**src/rtl/pipe_stage_buf_pkg.sv**
```systemverilog
// rtl/pipe_stage_buf_pkg.sv - shared defaults and helpers for the elastic stage buffer
package pipe_stage_buf_pkg;

  localparam int unsigned PIPE_DATA_W = 72;
  localparam int unsigned PIPE_DEPTH  = 2;

  typedef struct packed {
    logic push;
    logic pop;
  } xfer_t;

  function automatic int unsigned ptr_w(input int unsigned depth);
    return (depth > 1) ? $clog2(depth) : 1;
  endfunction

endpackage

```
**src/rtl/pipe_buf_ram.sv**
```systemverilog
// rtl/pipe_buf_ram.sv - DEPTH x DATA_W register array, one write port, one async read port
module pipe_buf_ram #(
  parameter int unsigned DATA_W = 8,
  parameter int unsigned DEPTH  = 2,
  parameter int unsigned ADDR_W = 1
) (
  input  logic              clk,
  input  logic              we,
  input  logic [ADDR_W-1:0] waddr,
  input  logic [DATA_W-1:0] wdata,
  input  logic [ADDR_W-1:0] raddr,
  output logic [DATA_W-1:0] rdata
);

  logic [DATA_W-1:0] mem [DEPTH];

  always_ff @(posedge clk) begin
    if (we) begin
      mem[waddr] <= wdata;
    end
  end

  assign rdata = mem[raddr];

endmodule

```
**src/rtl/pipe_stage_buf.sv**
```systemverilog
// rtl/pipe_stage_buf.sv - elastic DEPTH-entry pipeline register with valid/ready and flush
module pipe_stage_buf
  import pipe_stage_buf_pkg::*;
#(
  parameter int unsigned       DATA_W    = PIPE_DATA_W,
  parameter int unsigned       DEPTH     = PIPE_DEPTH,
  parameter logic [DATA_W-1:0] NOP_VALUE = '0,
  localparam int unsigned      CNT_W     = $clog2(DEPTH) + 1
) (
  input  logic              cpu_clk_50M,
  input  logic              cpu_rst,
  input  logic              flush,
  input  logic              in_valid,
  output logic              in_ready,
  input  logic [DATA_W-1:0] in_data,
  output logic              out_valid,
  input  logic              out_ready,
  output logic [DATA_W-1:0] out_data,
  output logic [CNT_W-1:0]  occupancy
);

  localparam int unsigned PTR_W = ptr_w(DEPTH);

  logic [PTR_W-1:0]  rd_ptr_q, rd_ptr_d;
  logic [PTR_W-1:0]  wr_ptr_q, wr_ptr_d;
  logic [CNT_W-1:0]  count_q, count_d;
  logic [DATA_W-1:0] head_data;
  xfer_t             xfer;

  // in_ready depends only on the registered count, so out_ready never reaches upstream.
  assign in_ready  = (count_q != CNT_W'(DEPTH));
  assign out_valid = (count_q != '0);
  assign out_data  = out_valid ? head_data : NOP_VALUE;
  assign occupancy = count_q;

  always_comb begin
    xfer.push = in_valid & in_ready;
    xfer.pop  = out_valid & out_ready;
    rd_ptr_d  = rd_ptr_q;
    wr_ptr_d  = wr_ptr_q;
    count_d   = count_q;
    if (flush) begin
      rd_ptr_d = '0;
      wr_ptr_d = '0;
      count_d  = '0;
    end else begin
      if (xfer.push) begin
        wr_ptr_d = wr_ptr_q + PTR_W'(1);
      end
      if (xfer.pop) begin
        rd_ptr_d = rd_ptr_q + PTR_W'(1);
      end
      count_d = count_q + CNT_W'(xfer.push) - CNT_W'(xfer.pop);
    end
  end

  always_ff @(posedge cpu_clk_50M) begin
    if (cpu_rst) begin
      rd_ptr_q <= '0;
      wr_ptr_q <= '0;
      count_q  <= '0;
    end else begin
      rd_ptr_q <= rd_ptr_d;
      wr_ptr_q <= wr_ptr_d;
      count_q  <= count_d;
    end
  end

  pipe_buf_ram #(
    .DATA_W (DATA_W),
    .DEPTH  (DEPTH),
    .ADDR_W (PTR_W)
  ) u_ram (
    .clk   (cpu_clk_50M),
    .we    (xfer.push & ~flush & ~cpu_rst),
    .waddr (wr_ptr_q),
    .wdata (in_data),
    .raddr (rd_ptr_q),
    .rdata (head_data)
  );

  a_occ_bound: assert property (@(posedge cpu_clk_50M) disable iff (cpu_rst)
    count_q <= CNT_W'(DEPTH));
  a_no_push_full: assert property (@(posedge cpu_clk_50M) disable iff (cpu_rst)
    !(xfer.push && (count_q == CNT_W'(DEPTH))));
  a_no_pop_empty: assert property (@(posedge cpu_clk_50M) disable iff (cpu_rst)
    !(xfer.pop && (count_q == '0)));

endmodule
```
**config.mk**
```make
export PLATFORM = sky130hd
export DESIGN_NAME = pipe_stage_buf
export DESIGN_NICKNAME = d
export VERILOG_FILES = /design/src/rtl/pipe_stage_buf_pkg.sv /design/src/rtl/pipe_buf_ram.sv /design/src/rtl/pipe_stage_buf.sv
export SDC_FILE = /design/constraint.sdc
export NUM_CORES = 1
export LEC_CHECK = 0
export CAP_MARGIN = 10
export CELL_PAD_IN_SITES_DETAIL_PLACEMENT = 1
export CELL_PAD_IN_SITES_GLOBAL_PLACEMENT = 2
export CORE_UTILIZATION = 30
export DETAILED_ROUTE_END_ITERATION = 16
export DONT_BUFFER_PORTS = 1
export PLACE_DENSITY_LB_ADDON = 0.1
export SKIP_CTS_REPAIR_TIMING = 1
export SKIP_LAST_GASP = 1
export SLEW_MARGIN = 20
export SYNTH_ARGS = -nofsm -noshare
export SYNTH_HDL_FRONTEND = slang
export SYNTH_SLANG_ARGS = --single-unit
```
**constraint.sdc**
```tcl
create_clock -name cpu_clk_50M -period 5.6 [get_ports cpu_clk_50M]
set_input_delay 1.12 -clock cpu_clk_50M [delete_from_list [all_inputs] [get_ports cpu_clk_50M]]
set_output_delay 1.12 -clock cpu_clk_50M [all_outputs]
set_load 0.01 [all_outputs]
```
-- Word-level counts from Yosys, hierarchy flattened
Memory sizes are Yosys's and may differ from the RTL's. A register that Yosys moved wholly into a read port is not among the register bits.
Index checks and enable logic that the tools add are counted.
- bits in registers: 4
- output and inout bits: 76
- logic and storage cells: 22
- memories: 1
- bits in writable memories: 144
- input bits: 77
- muxes and demuxes: 5
- eq/ne operators: 1
- reduce and logical (&&, ||, !) cells: 2
- add/subtract/negate cells: 4
- bitwise operators: 6
- memories (memory ; depth ; bits a word ; read ports ; clocked after memory_dff ; write ports ; line ; text):
    u_ram.mem ; 2 ; 72 ; 1 ; 1 ; 1 ; pipe_buf_ram.sv:15 ; logic [DATA_W-1:0] mem [DEPTH];
- operators with widths (kind ; number):
    $mux W72 ; 1
    $and A1 B1 Y1 ; 4
    $mux W1 ; 4
    $add A1 B1 Y1 const B ; 2
    $add A2 B1 Y2 ; 1
    $ne A2 B2 Y1 const B ; 1
    $not A1 Y1 ; 2
    $reduce_bool A2 Y1 ; 1
    $reduce_or A2 Y1 ; 1
    $sub A2 B1 Y2 ; 1

-- Depth between registers and ports, before layout
- depth after elaboration: 6
- mapped depth: 8

-- Hierarchy
From an unflattened synthesis, not the netlist that was laid out.
- cells, all modules: 329
- area, all modules: 6406.1 sq um
- by module, submodules not included (module ; area an instance (sq um) ; cells an instance ; instances):
    pipe_buf_ram ; 5561.6 ; 226 ; 1
    pipe_stage_buf ; 844.6 ; 103 ; 1

-- Worst setup path before layout
Ideal clock, no wire load.
- path type: input port to flip-flop
- start: in flush
- end: mem u_ram.mem[0][0] (netlist name) (enable)
- path buffers: 0
- stages on the path: 2
- library setup time: 0.502 ns
- path slack: 0.600 ns
- arrival: 4.498 ns
- cells stage by stage: or3_1 nor2_1
- word-level cells in the longest chain between the ends: 5
- RTL lines (what ; line ; text):
    start, declared ; pipe_stage_buf.sv:12 ; input logic flush,
    $not A1 Y1 ; pipe_stage_buf.sv:75 ; .we (xfer.push & ~flush & ~cpu_rst),
    $and A1 B1 Y1 (2 in series) ; pipe_stage_buf.sv:75 ;
    $mux W1 ; pipe_buf_ram.sv:18 ; if (we) begin
    $mux W1 (not written as such) ; pipe_buf_ram.sv:19 ; mem[waddr] <= wdata;
    end, declared ; pipe_buf_ram.sv:15 ;
Every way passes these cells.

==> impl_metrics.prom <==
# TYPE chip_impl_metric gauge
chip_impl_info{name="outcome",value="finished clean"} 1
chip_impl_metric{name="fin_worst_skew",unit="ns"} 0.0105
chip_impl_metric{name="detailedRoute.firstIterationViolations",unit=""} 56
chip_impl_info{name="synth_top_family_by_area",value="multiplexers"} 1
chip_impl_metric{name="crit_path_max_incr_delay",unit="ns"} 0.96
chip_impl_metric{name="achievable-frequency",unit="GHz"} 0.289
chip_impl_metric{name="placed_cells_incl_taps",unit=""} 547
chip_impl_metric{name="gp_routability_congestion",unit=""} 0.685
chip_impl_metric{name="wl_per_cell",unit="um"} 19.6
chip_impl_metric{name="die_area",unit="um2"} 19500
chip_impl_metric{name="tightestPinTransition",unit="ns"} 0.916
chip_impl_metric{name="antenna_found_initial",unit=""} 0
chip_impl_metric{name="synthCells",unit=""} 330
chip_impl_metric{name="p_int",unit="uW"} 1970
chip_impl_metric{name="cp_data_arrival_time",unit="ns"} 2.34
chip_impl_metric{name="firstDrtPassIters",unit=""} 4
chip_impl_metric{name="ioPinCount",unit=""} 153
chip_impl_metric{name="post-route-drc-count",unit=""} 0
chip_impl_metric{name="insertion_delay",unit="ns"} 0.41
chip_impl_metric{name="drt.antenna.violating_nets",unit=""} 0
chip_impl_metric{name="via_count",unit=""} 2683
chip_impl_metric{name="hold_viol_final",unit=""} 0
chip_impl_info{name="dominantRegCellSynth",value="edfxtp_1"} 1
chip_impl_info{name="min_path_type",value="reg -> reg"} 1
chip_impl_metric{name="grt_pass1_wl",unit="um"} 17200
chip_impl_metric{name="clock_power_share",unit="%"} 45.1
chip_impl_metric{name="clk_transition_reported_paths",unit="ns"} 0.06
chip_impl_metric{name="start_util",unit="%"} 31.1
chip_impl_metric{name="synthesized_area_fraction_occupied_by_ao_oa_aoi_and_oai_cells",unit="%"} 0.0881
chip_impl_metric{name="power.switching_fraction",unit="%"} 20.6
chip_impl_metric{name="postSynthAreaPerCell",unit="um2"} 17.2
chip_impl_metric{name="grt-ovfl-total",unit=""} 0
chip_impl_info{name="crit_path_end_kind",value="output port"} 1
chip_impl_metric{name="cts.htree.levels",unit=""} 4
chip_impl_metric{name="drive_gt1_share",unit="%"} 11.1
chip_impl_metric{name="cts_sinks",unit=""} 149
chip_impl_metric{name="async_flop_share",unit="%"} 0
chip_impl_metric{name="synth-xor-area-share",unit="%"} 0.463
chip_impl_metric{name="synth-simple-area-share",unit="%"} 5.90
chip_impl_metric{name="dp.final_hpwl",unit="um"} 7110
chip_impl_metric{name="synth_seq_cells",unit=""} 149
chip_impl_metric{name="maxCapViolations",unit=""} 0
chip_impl_metric{name="die_h",unit="um"} 140
chip_impl_metric{name="final.period_utilization",unit="%"} 61.8
chip_impl_info{name="yosysMostFrequentCell",value="edfxtp_1"} 1
chip_impl_metric{name="sequentialPowerShare",unit="%"} 50.8
chip_impl_metric{name="finish.instance_area",unit="um2"} 6490
chip_impl_info{name="post_synth_most_frequent_cells",value="edfxtp_1 (144), nor2_1 (74), mux2i_1 (73)"} 1
chip_impl_metric{name="all_layer_global_routing_usage",unit="%"} 12.1
chip_impl_metric{name="number_of_enable_flip_flop_cells_after_synthesis",unit=""} 144
chip_impl_metric{name="grt_max_degree",unit=""} 73
chip_impl_metric{name="via_per_inst",unit=""} 4.63
chip_impl_info{name="critical_path.cell_chain",value="buf_4, mux2i_1, nor2_1"} 1
chip_impl_metric{name="time_the_final_worst_path_needs_with_i_o_delays_and_setup",unit="ns"} 3.46
chip_impl_metric{name="area_growth",unit="%"} 14.3
chip_impl_metric{name="antenna-diode-count",unit=""} 0
chip_impl_info{name="critical_setup_path_kind",value="reg -> out"} 1
chip_impl_info{name="slowest_stage",value="dfxtp_4"} 1
chip_impl_metric{name="final_cells",unit=""} 579
chip_impl_metric{name="p_per_area",unit="nW/um2"} 382
chip_impl_metric{name="p_switching",unit="uW"} 509
chip_impl_metric{name="synth-adder-area-share",unit="%"} 0.441
chip_impl_info{name="clock-root-buffer",value="clkbuf_16"} 1
chip_impl_metric{name="clock_tree.buffer_depth",unit=""} 2
chip_impl_metric{name="multiplexer_fraction_of_the_synthesized_cell_area",unit="%"} 12.9
chip_impl_info{name="rsz0062_at_grt",value="false"} 1
chip_impl_info{name="post-synth-top-area-cell",value="edfxtp_1"} 1
chip_impl_metric{name="peak_supply_drop",unit="mV"} 0.191
chip_impl_metric{name="number_of_global_route_vias_before_repair",unit=""} 2966
chip_impl_metric{name="yosysSeqAreaShare",unit="%"} 77.9
chip_impl_metric{name="fin_setup_tns",unit="ns"} 0
chip_impl_info{name="critPathLaunchType",value="register"} 1
chip_impl_metric{name="overall_power_consumption",unit="uW"} 2480
chip_impl_metric{name="ys_warn_count",unit=""} 0
chip_impl_metric{name="syn_area",unit="um2"} 5680
chip_impl_metric{name="post_dp_cell_area",unit="um2"} 5890
chip_impl_metric{name="finalNetCount",unit=""} 417
chip_impl_metric{name="max_fanout_on_critical_path",unit=""} 50
chip_impl_info{name="synth_area_leaders",value="edfxtp_1 (76%), mux2i_1 (13%), nor2_1 (4.9%)"} 1
chip_impl_metric{name="power_share_of_the_combinational_group",unit="%"} 4.0
chip_impl_metric{name="leakage",unit="uW"} 0.00199
chip_impl_metric{name="portBuffers",unit=""} 0
chip_impl_metric{name="placement_rows",unit=""} 49
chip_impl_metric{name="sum_of_routed_wire_length_over_all_layers",unit="um"} 11300
chip_impl_metric{name="cts-buffers-inserted",unit=""} 17
chip_impl_metric{name="final-max-slew-violation-count",unit=""} 0
chip_impl_metric{name="synth.top_cell.area_share",unit="%"} 76.1
chip_impl_metric{name="synth_fp_nets",unit=""} 409
chip_impl_metric{name="worst-endpoint-required",unit="ns"} 4.48
chip_impl_info{name="tritoncts",value="built"} 1
chip_impl_metric{name="slew_headroom",unit="%"} 38.9
chip_impl_metric{name="timing.final.setup_violations",unit=""} 0
chip_impl_metric{name="yosysUniqueCellTypes",unit=""} 20
chip_impl_metric{name="timing.hold.ws",unit="ns"} 0.483
chip_impl_metric{name="die_w",unit="um"} 140
chip_impl_metric{name="total_core_area",unit="um2"} 18300
==> metal layers <==
metal | global-route usage [%] | part of all wire, % | vias up
li1 | - | - | 1236
met1 | 13.2 | 39 | 1333
met2 | 19.3 | 48 | 103
met3 | 7.16 | 12 | 11
met4 | 4.68 | 1.2 | 0
met5 | 0 | 0 | -
==> critical path: cells and delay by family, from the launching register on <==
kind | cells | cell delay (ns)
simple gates | 1 | 0.29
mux | 1 | 0.13
flops | 1 | 0.96
buf+inv | 1 | 0.51
==> sequential cells by signal, indices dropped and copies added, names as in the netlist, named ones only <==
| name | flops |
|---|---|
| occupancy | 2 |
| rd_ptr_q | 1 |
| u_ram.mem | 144 |
| wr_ptr_q | 1 |
==> final timing paths <==
check,start,to,slack (ns),cells past startpoint
setup reg to reg,occupancy[0],u_ram.mem[0][18],2.93,4
hold / removal,wr_ptr_q,wr_ptr_q,0.48,2
hold reg to reg,wr_ptr_q,wr_ptr_q,0.48,2
setup / recovery,register,out_data[47],2.14,3
==> cell families after synthesis <==
group           after synthesis
flops                       149
compound gates                1
simple gates                 84
fa+ha+maj                     2
mux                          73
xor+xnor                      3
buf+inv                      18
==> power by group through the flow <==
stage	sequential (uW)	clock, uW	combinational, uW
6_report	1260	1120	99.4
4_1_cts	1260	1150	104
3_5_place_dp	1280	0	104
2_1_floorplan	1280	0	85.8
5_1_grt	1260	1190	112
3_3_place_gp	1280	0	104
==> cell usage in the layout (no fill, tap or decap), types with 2 or more instances in the layout <==
master / instances
nor2_4: 2
nor3_1: 2
and2_1: 2
buf_4: 3
edfxtp_1: 144
nand2_1: 2
ha_1: 2
clkbuf_16: 17
mux2i_1: 73
clkinv_4: 2
bufinv_16: 3
dfxtp_1: 4
xnor2_1: 2
clkinvlp_4: 2
inv_1: 2
nor2_1: 73
clkinv_2: 5
==> layout make-up <==
cell class              instances  area (um2)
fillers                      1847       11800
inverters                       3        11.3
well taps                     229         287
repair buffers                  4        42.5
clock buffers                  17         425
multi-input cells             163        1140
clock inverters                14         160
flip-flops and latches        149        4430
==> stage by stage <==
step,worst slack (ns),util [%]
3_5_place_dp,2.30,32.2
6_report,2.14,35.5
4_1_cts,2.02,35.4
2_1_floorplan,0.600,-
5_1_grt,1.96,35.5
3_3_place_gp,2.30,32.2
No activity file was read; power rests on OpenSTA's default activity.
